**src/rtl/dco_ctr.sv**
```systemverilog
// DCO tuning front-end: power-up sequencing and bank-by-bank (L->M->S) thermometer/row-column encoding.
// Latency: L at k+1, M at k+2, S at k+3 after handshake edge k; upd_done the cycle after; one word per 4 cycles max.
module dco_ctr #(
   parameter int          PWRUP_CYCLES = 16,
   parameter logic [1:0]  STARTUP_GAIN = 2'b11,
   parameter int          INIT_L       = 12,
   parameter int          INIT_M       = 128,
   parameter int          INIT_S       = 128
) (
   input  logic        clk,
   input  logic        rst_n,
   input  logic        en,
   input  logic [4:0]  tune_l,
   input  logic [7:0]  tune_m,
   input  logic [7:0]  tune_s,
   input  logic [1:0]  gain_in,
   input  logic        tune_valid,
   output logic        tune_ready,
   output logic        pd,
   output logic [1:0]  osc_gain,
   output logic [4:0]  c_l_rall,
   output logic [4:0]  c_l_row,
   output logic [4:0]  c_l_col,
   output logic [15:0] c_m_rall,
   output logic [15:0] c_m_row,
   output logic [15:0] c_m_col,
   output logic [15:0] c_s_rall,
   output logic [15:0] c_s_row,
   output logic [15:0] c_s_col,
   output logic        upd_done,
   output logic        l_sat
);

   localparam int CW = (PWRUP_CYCLES > 1) ? $clog2(PWRUP_CYCLES) : 1;

   typedef enum logic [2:0] {OFF, PWRUP, IDLE, UPD_L, UPD_M, UPD_S} state_t;

   typedef struct packed {
      logic [4:0] rall;
      logic [4:0] row;
      logic [4:0] col;
   } sel5_t;

   typedef struct packed {
      logic [15:0] rall;
      logic [15:0] row;
      logic [15:0] col;
   } sel16_t;

   // Row/column split: q full rows, one partial row enabled on r columns.
   function automatic sel5_t enc5(input logic [4:0] v);
      logic [4:0] q;
      logic [4:0] r;
      sel5_t      e;
      q = v / 5'd5;
      r = v % 5'd5;
      for (int i = 0; i < 5; i++) begin
         e.rall[i] = (5'(i) < q);
         e.row[i]  = (5'(i) == q);
         e.col[i]  = (5'(i) < r);
      end
      return e;
   endfunction

   function automatic sel16_t enc16(input logic [7:0] v);
      sel16_t e;
      for (int i = 0; i < 16; i++) begin
         e.rall[i] = (4'(i) < v[7:4]);
         e.row[i]  = (4'(i) == v[7:4]);
         e.col[i]  = (4'(i) < v[3:0]);
      end
      return e;
   endfunction

   localparam sel5_t  L_INIT = enc5(5'(INIT_L));
   localparam sel16_t M_INIT = enc16(8'(INIT_M));
   localparam sel16_t S_INIT = enc16(8'(INIT_S));

   state_t          state, state_nxt;
   logic [CW-1:0]   cnt, cnt_nxt;

   logic [4:0]      cap_l, cap_l_d;
   logic [7:0]      cap_m, cap_m_d;
   logic [7:0]      cap_s, cap_s_d;
   logic [1:0]      cap_gain, cap_gain_d;
   sel5_t           l_q, l_d;
   sel16_t          m_q, m_d;
   sel16_t          s_q, s_d;
   logic            pd_q, pd_d;
   logic [1:0]      gain_q, gain_d;
   logic            ready_q, ready_d;
   logic            done_q, done_d;
   logic            lsat_q, lsat_d;

   always_ff @(posedge clk or negedge rst_n) begin
      if (!rst_n) begin
         state <= OFF;
         cnt   <= '0;
      end else begin
         state <= state_nxt;
         cnt   <= cnt_nxt;
      end
   end

   always_comb begin
      state_nxt = state;
      cnt_nxt   = cnt;
      if (!en) begin
         state_nxt = OFF;
      end else begin
         case (state)
            OFF: begin
               state_nxt = PWRUP;
               cnt_nxt   = CW'(PWRUP_CYCLES - 1);
            end
            PWRUP: begin
               if (cnt == '0) state_nxt = IDLE;
               else           cnt_nxt   = cnt - 1'b1;
            end
            IDLE:    if (tune_valid) state_nxt = UPD_L;
            UPD_L:   state_nxt = UPD_M;
            UPD_M:   state_nxt = UPD_S;
            UPD_S:   state_nxt = IDLE;
            default: state_nxt = OFF;
         endcase
      end
   end

   // Next values of every registered output; a dropped enable overrides any state.
   always_comb begin
      cap_l_d    = cap_l;
      cap_m_d    = cap_m;
      cap_s_d    = cap_s;
      cap_gain_d = cap_gain;
      l_d        = l_q;
      m_d        = m_q;
      s_d        = s_q;
      pd_d       = pd_q;
      gain_d     = gain_q;
      ready_d    = 1'b0;
      done_d     = 1'b0;
      lsat_d     = lsat_q;
      if (!en) begin
         pd_d   = 1'b1;
         gain_d = 2'b00;
         l_d    = L_INIT;
         m_d    = M_INIT;
         s_d    = S_INIT;
      end else begin
         case (state)
            OFF: begin
               pd_d   = 1'b0;
               gain_d = STARTUP_GAIN;
            end
            PWRUP:   ready_d = (cnt == '0);
            IDLE: begin
               if (tune_valid) begin
                  lsat_d     = (tune_l > 5'd25);
                  cap_l_d    = (tune_l > 5'd25) ? 5'd25 : tune_l;
                  cap_m_d    = tune_m;
                  cap_s_d    = tune_s;
                  cap_gain_d = gain_in;
               end else begin
                  ready_d = 1'b1;
               end
            end
            UPD_L: begin
               l_d    = enc5(cap_l);
               gain_d = cap_gain;
            end
            UPD_M:   m_d = enc16(cap_m);
            UPD_S: begin
               s_d     = enc16(cap_s);
               done_d  = 1'b1;
               ready_d = 1'b1;
            end
            default: ready_d = 1'b0;
         endcase
      end
   end

   always_ff @(posedge clk or negedge rst_n) begin
      if (!rst_n) begin
         cap_l    <= 5'(INIT_L);
         cap_m    <= 8'(INIT_M);
         cap_s    <= 8'(INIT_S);
         cap_gain <= 2'b00;
         l_q      <= L_INIT;
         m_q      <= M_INIT;
         s_q      <= S_INIT;
         pd_q     <= 1'b1;
         gain_q   <= 2'b00;
         ready_q  <= 1'b0;
         done_q   <= 1'b0;
         lsat_q   <= 1'b0;
      end else begin
         cap_l    <= cap_l_d;
         cap_m    <= cap_m_d;
         cap_s    <= cap_s_d;
         cap_gain <= cap_gain_d;
         l_q      <= l_d;
         m_q      <= m_d;
         s_q      <= s_d;
         pd_q     <= pd_d;
         gain_q   <= gain_d;
         ready_q  <= ready_d;
         done_q   <= done_d;
         lsat_q   <= lsat_d;
      end
   end

   assign tune_ready = ready_q;
   assign pd         = pd_q;
   assign osc_gain   = gain_q;
   assign upd_done   = done_q;
   assign l_sat      = lsat_q;
   assign c_l_rall   = l_q.rall;
   assign c_l_row    = l_q.row;
   assign c_l_col    = l_q.col;
   assign c_m_rall   = m_q.rall;
   assign c_m_row    = m_q.row;
   assign c_m_col    = m_q.col;
   assign c_s_rall   = s_q.rall;
   assign c_s_row    = s_q.row;
   assign c_s_col    = s_q.col;

endmodule

```
**config.mk**
```make
export PLATFORM = sky130hd
export DESIGN_NAME = dco_ctr
export DESIGN_NICKNAME = d
export VERILOG_FILES = /design/src/rtl/dco_ctr.sv
export SDC_FILE = /design/constraint.sdc
export NUM_CORES = 1
export LEC_CHECK = 0
export ABC_AREA = 0
export BUFFER_PORTS_ARGS = -buffer_cell sky130_fd_sc_hd__buf_2
export CORE_ASPECT_RATIO = 0.75
export CORE_UTILIZATION = 40
export DETAILED_ROUTE_END_ITERATION = 6
export PLACE_DENSITY_LB_ADDON = 0.3
export SETUP_SLACK_MARGIN = 0.15
export SYNTH_ARGS = -nofsm -noshare
export SYNTH_HDL_FRONTEND = slang
export SYNTH_SLANG_ARGS = --single-unit
```
**constraint.sdc**
```tcl
create_clock -name clk -period 4.85 [get_ports clk]
set_input_delay 0.485 -clock clk [delete_from_list [all_inputs] [get_ports clk]]
set_output_delay 0.485 -clock clk [all_outputs]
set_load 0.05 [all_outputs]
```
# After elaboration in Yosys (flattened, before gate mapping)
# Cells that the tools add are included.
[word_totals]
in_bits = 27
word_cells = 176
ff_bits = 147
[op_classes]
eq_ne = 47
reduce_logical = 9
order_cmp = 75
addsub = 1
mux = 22
div = 2
[op_table]
columns = ["cell", "n"]
rows = [
  ["48-bit two-way mux", 4],
  ["4-bit < comparator (first input constant)", 32],
  ["4-bit equality test (first input constant)", 16],
  ["3-bit by 4-bit < comparator with 1-bit output (first input constant)", 16],
  ["3-bit by 4-bit equality test with 1-bit output (first input constant)", 8],
  ["1-bit by 4-bit < comparator with 1-bit output (first input constant)", 8],
  ["2-bit by 4-bit < comparator with 1-bit output (first input constant)", 8],
  ["15-bit two-way mux", 2],
  ["1-bit by 5-bit < comparator with 1-bit output (first input constant)", 4],
  ["2-bit by 5-bit < comparator with 1-bit output (first input constant)", 4],
  ["3-bit one-hot mux with 6 select lines", 1],
  ["2-bit by 4-bit equality test with 1-bit output (first input constant)", 4],
  ["4-bit logical NOT", 3],
  ["2-bit by 5-bit equality test with 1-bit output (first input constant)", 2],
  ["3-bit by 5-bit < comparator with 1-bit output (first input constant)", 2],
  ["3-bit two-way mux", 3],
  ["1-bit by 4-bit equality test with 1-bit output (first input constant)", 2],
  ["2-bit by 1-bit != test with 1-bit output (second input constant)", 4],
  ["4-bit one-hot mux with 2 select lines", 1],
  ["3-bit by 2-bit equality test with 1-bit output (second input constant)", 2],
  ["3-bit equality test (second input constant)", 2],
  ["1-bit two-way mux", 6],
  ["3-bit != test (second input constant)", 2],
  ["3-bit AND reduction", 2],
  ["other kinds (18)", 18],
]

# Logic depth before layout (Yosys ltp)
[logic_depth]
word_depth = 4
mapped_depth = 8
mapped_depth_nobuf = 6

# Least setup slack after synthesis
# No wires, ideal clock.
[synth_path]
path_kind = "register -> register"
start = "register state[0]"
end = "register m_q, in the netlist c_m_col[13]"
period_less_slack_ns = 1.697
arrival_time_ns = 1.575
setup_ns = 0.122
path_buffers = 4
path_stages_with_launch = 8
t_required_ns = 4.728
slack_ns = 3.153
path_cell_list = "dfrtp_1 > buf_6 > or3b_1 > buf_2 > and2_4 > buf_6 > buf_2 > a32o_1"
[synth_between]
elab_chain_len = 2
[synth_rtl]
columns = ["element", "line", "text"]
rows = [
  ["start: declaration", "79", "state_t state, state_nxt;"],
  ["start signal: assignment", "100", "state <= state_nxt;"],
  ["3-bit equality test", "150", "case (state)"],
  ["2-bit by 1-bit != test with 1-bit output (no source line)", "--", ""],
  ["end signal: assignment", "202", "m_q <= m_d;"],
  ["end: declaration", "87", "sel16_t m_q, m_d;"],
]
# Every way passes these cells.
# A chain may end at the register's enable or synchronous reset.

# Worst setup path in the final report
[layout_path]
start = "register state[0]"
end = "register cap_m[1]"
[layout_between]
elab_chain_len = 2
[layout_rtl]
columns = ["element", "line", "text"]
rows = [
  ["3-bit by 2-bit equality test with 1-bit output", "150", ""],
  ["3-bit AND reduction (no source line)", "--", ""],
  ["end signal: assignment", "185", "cap_m <= 8'(INIT_M);"],
  ["end signal: assignment", "198", "cap_m <= cap_m_d;"],
  ["end: declaration", "83", "logic [7:0] cap_m, cap_m_d;"],
]
# Every way passes these cells.

==> reports/summary.txt <==
Power per cell area = 377.7 nW/um^2
Unrepaired setup endpoints after global routing = no
Comb pwr share = 0.060
Actual slew at the worst max-slew pin = 0.9290 ns
Drt drc = 0
Port buffer count = 139
Sw Pwr = 0.6546 mW
Int Power = 2.235 mW
Total negative slack = 0 ns
CTS root buffer = clkbuf_16
Clk slew on worst S/H paths = 0.06 ns
LEAKAGE = 3.768 nW
Worst setup SP type = register
Power Total = 2.890 mW
CTS tree = built
Synth Instances = 598
Final ANT Viol Nets = 0
Clock Skews = 0.009205 ns
Worst slew margin = 0.3807
Chip height = 110.0 um
Total GRT Usage = 0.1951
Reg2reg start = state[0]
Post-synth EDFFs = 0
Initial Util = 0.4083
Clock power share = 0.505
Worst VDD drop = 0.1930 mV
Total Wirelength = 15.12 mm
Area of the die = 16050 um^2
Post-DP HPWL = 10.16 mm
Max Slew Vio Count = 0
Chip width = 145.9 um
Fmax = 414.9 MHz
Initial antenna violation count = 0
Initial DRC count = 350
Number of clock sinks = 143
Clk_lat worst skew = 0.42 ns
Via-per-instance ratio = 5.278
Nets = 742
IO Pins = 144
Crit path DAT = 2.70 ns
Post-CTS setup buffers = 0
Status = complete, no violations
Mapped Area = 6216 um^2
Worst setup path start = state[0]
TritonCTS Buffers = 17
Commonest cells after routing, fill and taps aside = buf_2, dfrtp_1, nand2_1
FFs w/ async S/R, synth = 1.000
First-pass GRT wire length = 24.32 mm
Peak fanout along the critical path = 18
Synth Flop Type = dfrtp_1
# rows = 39
# setup viols final = 0
FF+latch count, synth = 143
# Max-Cap Violations = 0
Synth warn = 0
Setup crit end kind = register
Post-route minimum period = 2.410 ns
Cts hold-fix bufs = 0
Final Cycle Share = 0.4969
Reg power frac = 0.435
Fin. Hold Viols = 0
Largest net degree at the start of global routing = 104
RePlAce Congestion = 0.8365
Net Sw Frac = 0.2265
R2r worst-path depth = 4
RR Endpoint = cap_m[1]
PostCTS Resize Cnt = 0
Mean Syn Cell Area = 10.39 um^2
Share of layout cells above drive strength 1 = 0.3122
Commonest non-fill, non-tap cell in the layout = buf_2
Drt pass-1 iters = 5
R2R setup slack = 2.44 ns
CTS max path bufs = 2
CP required = 5.14 ns
Seq/Total Area, Yosys = 0.5813
Area grow syn2layout = 23.11%
Grt ovf = 0
WS Path Type = reg -> reg
Hold crit path type = in -> async
Vias in the first global route = 4632
Synth unique cells = 57
Core area = 15220 um^2
H-tree depth = 4
Routed len/inst = 16.21 um
Via count = 4924
power groups by stage:
stage | Sequential (mW) | Combinational, mW | Clock (mW)
after floorplan | 1.29 | 0.0992 | 0
after global placement | 1.27 | 0.169 | 0
after detailed placement | 1.28 | 0.175 | 0
after CTS | 1.26 | 0.175 | 1.48
after global routing | 1.26 | 0.192 | 1.54
final | 1.26 | 0.173 | 1.46
cells by family (layout without fill, tap and decap cells):
| logic type | after synthesis | in the layout | share of synthesized area |
|---|---|---|---|
| DFF | 143 | 143 | 0.5813 |
| and+or+nand+nor | 212 | 212 | 0.1630 |
| AOI/OAI and AO/OA | 155 | 155 | 0.1669 |
| xor gates and xnor gates | 2 | 2 | 0.002819 |
| adders and majority gates | 2 | 2 | 0.003623 |
| muxes | 20 | 20 | 0.03583 |
| buffers and inverters | 63 | 189 | 0.04589 |
| other | 1 | 5 | 0.0006033 |
worst max path at each step:
stage | to | cells after the start
finish | cap_m[1] | 4
global route | cap_m[2] | 4
CTS | cap_m[1] | 4
detailed placement | cap_m[1] | 4
global placement | cap_s[6] | 4
floorplan | c_m_col[13] | 7
routing by layer:
layer | vias to the layer above | track usage | share of wire
met5 | - | 0 | 0
met4 | 0 | 0.06391 | 0.011
met3 | 15 | 0.05228 | 0.059
met2 | 149 | 0.2888 | 0.45
met1 | 2421 | 0.2771 | 0.48
li1 | 2339 | - | -
registers in the layout, summed over array words and instances (netlist names), 2 cells and up:
| name | flops |
|---|---|
| cap_l | 5 |
| c_s_row | 16 |
| cap_gain | 2 |
| c_m_row | 16 |
| cap_m | 8 |
| cap_s | 8 |
| c_s_rall | 15 |
| cnt | 4 |
| osc_gain | 2 |
| c_m_rall | 15 |
| c_l_rall | 5 |
| c_l_col | 5 |
| c_l_row | 5 |
| c_m_col | 15 |
| state | 3 |
| c_s_col | 15 |
cell type report:
cell class	instances	area [um^2]
inverter	14	52.55
tap	205	256.5
antenna	1	2.502
fill	1393	7572
timing repair buffer	143	732.0
clock inverter	10	182.7
clock buffer	22	484.2
multi-input combinational	395	2328
sequential	143	3613
cell usage after synthesis (3+ instances only):
library cell | count | area share
dfrtp_1 | 115 | 0.46
nand2_1 | 85 | 0.051
o21ai_0 | 52 | 0.042
nor2_1 | 45 | 0.027
clkbuf_1 | 31 | 0.019
dfstp_2 | 28 | 0.12
a21oi_1 | 19 | 0.015
mux2_2 | 18 | 0.033
nand3_1 | 16 | 0.013
a22o_1 | 13 | 0.018
inv_1 | 12 | 0.0072
nor3_1 | 12 | 0.0097
o31ai_1 | 12 | 0.014
a21boi_0 | 9 | 0.011
a32o_1 | 9 | 0.014
buf_2 | 9 | 0.0072
nor2b_1 | 9 | 0.0091
nand2b_1 | 8 | 0.0081
a21o_1 | 6 | 0.0072
and3_1 | 6 | 0.0060
a311oi_1 | 5 | 0.0070
a31oi_1 | 5 | 0.0050
nand4_1 | 5 | 0.0050
nor3b_1 | 5 | 0.0060
o211ai_1 | 5 | 0.0060
a211o_1 | 4 | 0.0056
a22oi_1 | 4 | 0.0048
buf_4 | 4 | 0.0048
nand3b_1 | 4 | 0.0048
buf_6 | 3 | 0.0054
o22ai_1 | 3 | 0.0030
stage by stage:
stage	utilization	hold WS, ns	instances	area (um^2)	setup slack [ns]
6_report	0.5026	0.1853	933	7652	2.440
5_1_grt	0.5025	0.2688	932	7650	2.225
4_1_cts	0.5025	0.2268	932	7650	2.454
3_5_place_dp	0.4587	0.4583	900	6983	2.179
3_3_place_gp	0.4587	0.4465	900	6983	2.231
2_1_floorplan	-	0.1894	601	6227	3.153
critical path, stage by stage (launching register included):
cell and delay [ns]:
dfrtp_1 0.56, nor2_1 0.37, and4_1 0.66, buf_4 0.33, mux2_2 0.36
Power figures use the tool's default switching activity.
